**config.mk**
```make
export PLATFORM = sky130hd
export DESIGN_NAME = controller_sequencer
export DESIGN_NICKNAME = d
export VERILOG_FILES = /design/src/rtl/controller_sequencer.sv
export SDC_FILE = /design/constraint.sdc
export NUM_CORES = 1
export LEC_CHECK = 0
export ABC_AREA = 1
export CORE_AREA = 5 5 42 44
export DETAILED_ROUTE_END_ITERATION = 6
export DIE_AREA = 0 0 47 49
export GPL_TIMING_DRIVEN = 1
export HOLD_SLACK_MARGIN = 0.12
export PLACE_DENSITY = 0.67
export SYNTH_ARGS = -nofsm -noshare
export SYNTH_HDL_FRONTEND = slang
export SYNTH_SLANG_ARGS = --single-unit
```
**constraint.sdc**
```tcl
create_clock -name clk -period 1.2 [get_ports clk]
set_input_delay 0.12 -clock clk [delete_from_list [all_inputs] [get_ports clk]]
set_output_delay 0.12 -clock clk [all_outputs]
set_load 0.05 [all_outputs]
```
**src/rtl/controller_sequencer.sv**
```systemverilog
// controller_sequencer
//   Six-phase (T1..T6) instruction sequencer for a simple accumulator machine.
//   A one-hot ring counter steps through fetch (T1-T3) and execute (T4-T6);
//   every control line is a combinational decode of the ring state and the
//   opcode. HLT seen in T4 parks the ring at all-zeros until reset.
//
// Ports
//   clk        in   system clock, rising-edge active
//   rst        in   synchronous active-high reset (forces T1, clears halt)
//   opcode     in   [3:0] IR upper nibble, decoded only in T4-T6
//   t_state    out  [5:0] one-hot ring, bit0=T1 ... bit5=T6, 0 when halted
//   halt       out  sticky halted flag
//   pc_inc .. out_load  out  active-high datapath controls

module controller_sequencer (
    input  logic       clk,
    input  logic       rst,
    input  logic [3:0] opcode,
    output logic [5:0] t_state,
    output logic       halt,
    output logic       pc_inc,
    output logic       pc_enable,
    output logic       mar_load,
    output logic       ram_enable,
    output logic       ir_load,
    output logic       ir_enable,
    output logic       a_load,
    output logic       a_enable,
    output logic       alu_sub,
    output logic       alu_enable,
    output logic       b_load,
    output logic       out_load
);

    localparam logic [3:0] OP_LDA = 4'b0000;
    localparam logic [3:0] OP_ADD = 4'b0001;
    localparam logic [3:0] OP_SUB = 4'b0010;
    localparam logic [3:0] OP_OUT = 4'b1110;
    localparam logic [3:0] OP_HLT = 4'b1111;

    // Encodings are the ring bits themselves, so t_state is the state
    // register and the halted state is simply the empty ring.
    typedef enum logic [5:0] {
        S_HALT = 6'b000000,
        S_T1   = 6'b000001,
        S_T2   = 6'b000010,
        S_T3   = 6'b000100,
        S_T4   = 6'b001000,
        S_T5   = 6'b010000,
        S_T6   = 6'b100000
    } state_e;

    state_e state_q, state_d;

    always_ff @(posedge clk) begin
        if (rst) begin
            state_q <= S_T1;
        end else begin
            state_q <= state_d;
        end
    end

    always_comb begin
        state_d = state_q;
        case (state_q)
            S_T1:    state_d = S_T2;
            S_T2:    state_d = S_T3;
            S_T3:    state_d = S_T4;
            S_T4:    state_d = (opcode == OP_HLT) ? S_HALT : S_T5;
            S_T5:    state_d = S_T6;
            S_T6:    state_d = S_T1;
            S_HALT:  state_d = S_HALT;
            default: state_d = S_T1;
        endcase
    end

    assign t_state = state_q;
    assign halt    = (state_q == S_HALT);

    always_comb begin
        pc_inc     = 1'b0;
        pc_enable  = 1'b0;
        mar_load   = 1'b0;
        ram_enable = 1'b0;
        ir_load    = 1'b0;
        ir_enable  = 1'b0;
        a_load     = 1'b0;
        a_enable   = 1'b0;
        alu_sub    = 1'b0;
        alu_enable = 1'b0;
        b_load     = 1'b0;
        out_load   = 1'b0;
        case (state_q)
            S_T1: begin
                pc_enable = 1'b1;
                mar_load  = 1'b1;
            end
            S_T2: begin
                pc_inc = 1'b1;
            end
            S_T3: begin
                ram_enable = 1'b1;
                ir_load    = 1'b1;
            end
            S_T4: begin
                if (opcode == OP_LDA || opcode == OP_ADD || opcode == OP_SUB) begin
                    ir_enable = 1'b1;
                    mar_load  = 1'b1;
                end else if (opcode == OP_OUT) begin
                    a_enable = 1'b1;
                    out_load = 1'b1;
                end
            end
            S_T5: begin
                if (opcode == OP_LDA) begin
                    ram_enable = 1'b1;
                    a_load     = 1'b1;
                end else if (opcode == OP_ADD || opcode == OP_SUB) begin
                    ram_enable = 1'b1;
                    b_load     = 1'b1;
                end
            end
            S_T6: begin
                if (opcode == OP_ADD || opcode == OP_SUB) begin
                    alu_enable = 1'b1;
                    a_load     = 1'b1;
                    alu_sub    = (opcode == OP_SUB);
                end
            end
            default: ;
        endcase
    end

endmodule

```
# Word level (Yosys, flattened, before mapping)
# Cells that the tools add are included.
dict set report totals {
  out_inout_bits 19
  register_bits 6
  elab_cells 37
  inputBits 6
}
dict set report op_classes {
  n_reduce_logical 5
  muxes 21
  n_eq_ne 10
}
# op count
set op_table {}
lappend op_table {{case mux 6 bit (6 select lines)} 1}
lappend op_table {{2-to-1 mux 1 bit} 16}
lappend op_table {{equality test 4 bit, second input constant} 2}
lappend op_table {{equality test 6 x 1 -> 1 bit, second input constant} 1}
lappend op_table {{equality test 6 x 2 -> 1 bit, second input constant} 1}
lappend op_table {{equality test 6 x 3 -> 1 bit, second input constant} 1}
lappend op_table {{equality test 6 x 4 -> 1 bit, second input constant} 1}
lappend op_table {{equality test 6 x 5 -> 1 bit, second input constant} 1}
lappend op_table {{equality test 6 bit, second input constant} 1}
lappend op_table {{logical NOT 6 bit} 1}
lappend op_table {{case mux 1 bit (2 select lines)} 3}
lappend op_table {{2-to-1 mux 5 bit} 1}
lappend op_table {{equality test 4 x 1 -> 1 bit, second input constant} 1}
lappend op_table {{equality test 4 x 2 -> 1 bit, second input constant} 1}
lappend op_table {{logical NOT 4 bit} 1}
lappend op_table {{logical OR 1 bit} 3}

# Logic depth before layout (Yosys ltp)
dict set report logic_depth {
  word_depth 5
  depth_mapped 6
  mapped_depth_nobuf 6
}

# Worst setup path before layout
# Ideal clock, no wire load.
dict set report synth_path {
  path_type {register to output}
  startpoint {reg state_q[5] (netlist: t_state[5])}
  endpoint {out alu_sub}
  n_path_buf 0
  stages_incl_launch_ff 3
  t_arrival_ns 2.331
  t_required_ns 1.080
  slack_ns -1.251
  path_cell_list {dfxtp_1 inv_2 nor4_1}
}
dict set report synth_between {
  elab_chain_len 2
}
# element line
set synth_rtl {}
lappend synth_rtl {{from (decl)} 53} ;# state_e state_q, state_d;
lappend synth_rtl {{from (signal assigned)} 59} ;# state_q <= state_d;
lappend synth_rtl {{equality test 6 bit} 93} ;# case (state_q)
lappend synth_rtl {{2-to-1 mux 1 bit} 93}
lappend synth_rtl {{to (decl)} 29} ;# output logic alu_sub,
# Every way passes these cells.

# Worst setup path in the final report
dict set report layout_path {
  startpoint {reg state_q[1] (netlist: t_state[1])}
  endpoint {out mar_load}
}
dict set report layout_between {
  elab_chain_len 2
  elab_cells_between_ends 3
}
# element line
set layout_rtl {}
lappend layout_rtl {{equality test 6 x 4 -> 1 bit / equality test 6 x 1 -> 1 bit (equally long branches)} 93}
lappend layout_rtl {{case mux 1 bit (2 select lines) (*)} 93}
lappend layout_rtl {{to (decl)} 23} ;# output logic mar_load,
# Mark *: on every way between the ends. The rest lies on a longest branch, timed or not.

==> results.md <==
- # diodes: 0
- Largest net degree at the start of global routing: 7
- Sequential cell area: 143 µm²
- Routed Antenna Nets: 0
- First-pass GRT wire length: 3330 µm
- Clock buffer depth: 2
- Peak Freq: 0.678 GHz
- Setup CP Type: flip-flop to output pin
- Reg2Reg Launch Point: t_state[2]$_SDFF_PP0_
- Clock root buffer: clkbuf_4
- Netlist Area Pre-Place: 419 µm²
- Worst setup path startpoint: t_state[1]$_SDFF_PP0_
- Hpwl dp: 1300 µm
- Final Max Tran Viols: 0
- Syn Inst Count: 70
- Static leakage: 0.571 nW
- Clk_skew: 1.91 ps
- Hold Path Class: input pin to flip-flop
- CP delay by family, top: flip-flops
- Routed WL: 1980 µm
- Adder-cell share of the synthesized area: 0%
- Synth Area in Simple Gates: 46.9%
- Worst slew slack as a fraction of its limit: 79.4%
- Die area: 0.00230 mm²
- Max_cap viols: 0
- Max incr delay on CP: 360 ps
- Clk slew on worst S/H paths: 50 ps
- Clock Power Share: 15.3%
- 1st-iter DRT viols: 8
- Reg power frac: 20.4%
- Hold WS: 529 ps
- Later-pin clock latency in the skew report: 240 ps
- Switching Share: 43.8%
- First drt pass iteration count: 4
- Worst-path cell chain: inv_2 -> nand2_4 -> nor2_4 -> nand2_4 -> o21ai_1 -> buf_12
- Int Pwr: 0.682 mW
- I/O pin cnt: 25
- Status: complete, but fails checks
- Tcrit/Tclk final: 123%
- Detail-routed net length per standard cell: 14.6 µm
- Vias: 642
- Crit path max fanout: 4
- Filler cells: 73
- Hold Startpoint: opcode[0]
- Failing checks: negative setup slack
- Clock Sinks: 6
- Die Y: 49 µm
- GRT Total Usage: 20.8%
- Worst-margin pin slew: 309 ps
- Crit path time final: 1470 ps
- Critical path startpoint category: flip-flop
- Critical path's slowest cell: dfxtp_4
- Placed cell count: 123
- RSZ-0062 raised after global routing: yes
- Layout Utilization: 88.3%
- Initial antenna violation count: 0
- YS warnings: 0
- Post-synthesis register bit count: 6
- Largest family of logic cells by synthesized area: simple AND/OR/NAND/NOR gates
- Fraction of the mapped netlist area in compound gates: 8.36%
- Multi-input gate area: 370 µm²
- Setup violations, final: 13
- Row count: 14
- GPL Wtd Cong: 0.751
- DRC violations left: 0
- I/O Buffers: 24
- Synth Net Count: 76
- Commonest non-fill, non-tap cell in the layout: buf_4
- Setup ws final: -274 ps
- Fin nets: 127
- Core Footprint: 0.00140 mm²
- Number of global-route vias before repair: 681
- Pwr/cell area: 981 mW/mm²
- Req. time, crit path: 1080 ps
- Net Sw Power: 0.532 mW
- Fin Setup TNS: -2700 ps
- Mux cell area share after synthesis: 0%
- Power share of the combinational group: 64.3%
- Final-report hold violation count: 0
- Vias per std cell: 4.76
- Arrival time worst endpoint: 1350 ps
- CP dominant cell by count: nand2_4
- Crit end category: output pin
- Die X: 47 µm
- Avg Cell Area, Syn: 5.99 µm²
- Total grt overflow: 0
- Layout cell share with drive strength beyond 1: 76.5%
- Sequential area share after synthesis: 28.7%
- Num CTS Buffers: 3
- H-tree depth: 1
- PnR Total Power: 1.21 mW
- Most frequent cells in the layout: buf_4, buf_12, inv_2
- Area growth, synth to finish: 195%
- Maximum vdd drop: 956 µV
- Max FFs per register: 6
- Initial Util: 29.9%
- CTS tree: yes
- Crit path buf inv count: 2
- Post-synthesis xor/xnor area fraction: 0%
- Final std cells w/o fill: 135
- Count of cell types in the netlist: 16
==> path summary, 6_finish.rpt <==
check | endpoint | cells after the start | slack [ps]
setup / recovery | mar_load | 6 | -270
hold / removal | t_state[4]$_SDFF_PP0_ | 5 | 530
setup reg to reg | t_state[5]$_SDFF_PP0_ | 6 | 100
hold reg to reg | t_state[2]$_SDFF_PP0_ | 4 | 670
==> final cells by class <==
type	instances	share of cell area (%)
timing repair buffer	47	48.9
multi-input combinational	47	29.9
sequential	6	11.5
inverter	16	6.17
clock buffer	3	1.82
tap	16	1.62
==> routing by layer <==
layer  track usage (%)  up-vias  routed length, µm
li1                  -      316                  -
met2              36.7       20               1150
met3              4.80        7                 67
met1              22.4      299                717
met5                 0        -                  0
met4              8.29        0                 44
==> cell usage after synthesis <==
cell type | instances | area share, %
nor2_2 | 2 | 3.0
o21ai_0 | 1 | 1.2
nand3_1 | 5 | 6.0
dfxtp_1 | 6 | 29
nor3_2 | 2 | 4.8
nor3_1 | 2 | 2.4
buf_4 | 1 | 1.8
nand2_4 | 1 | 2.7
nor2_4 | 1 | 2.7
nor4_1 | 1 | 1.5
nand2_2 | 1 | 1.5
o21ai_1 | 6 | 7.2
nand2_1 | 12 | 11
inv_2 | 4 | 3.6
inv_1 | 12 | 11
nor2_1 | 13 | 12
==> kinds of logic after synthesis <==
| logic type | count (synthesis) |
|---|---|
| DFF | 6 |
| AOI/OAI and AO/OA | 7 |
| and+or+nand+nor | 40 |
| buffers and inverters | 17 |
==> stage by stage <==
stage	worst slack [ps]	instance area [µm²]
after floorplan	-413	526
after global placement	-265	1070
after detailed placement	-324	1070
after CTS	-247	1210
after global routing	-356	1240
final	-274	1240
==> worst min-delay path: stages <==
cell	delay, ps
dlygate4sd2_1	250
inv_2	60
buf_4	110
nor3_1	50
nor3_2	130
==> power by group through the flow <==
stage / registers (mW) / logic, mW / clock network, mW
6_report: 0.247 / 0.781 / 0.186
5_1_grt: 0.251 / 0.818 / 0.218
4_1_cts: 0.245 / 0.740 / 0.187
3_5_place_dp: 0.242 / 0.664 / 0
3_3_place_gp: 0.239 / 0.654 / 0
2_1_floorplan: 0.301 / 0.275 / 0
==> what timing repair did <==
| action | in CTS | in global routing |
|---|---|---|
| hold buffers | 0 | 0 |
| buffers inserted | 9 | 1 |
| resized for setup | 26 | 4 |
| endpoints found under the setup margin | 13 | 14 |
| pin swaps | 9 | 1 |
(Power assumes the default switching activity.)
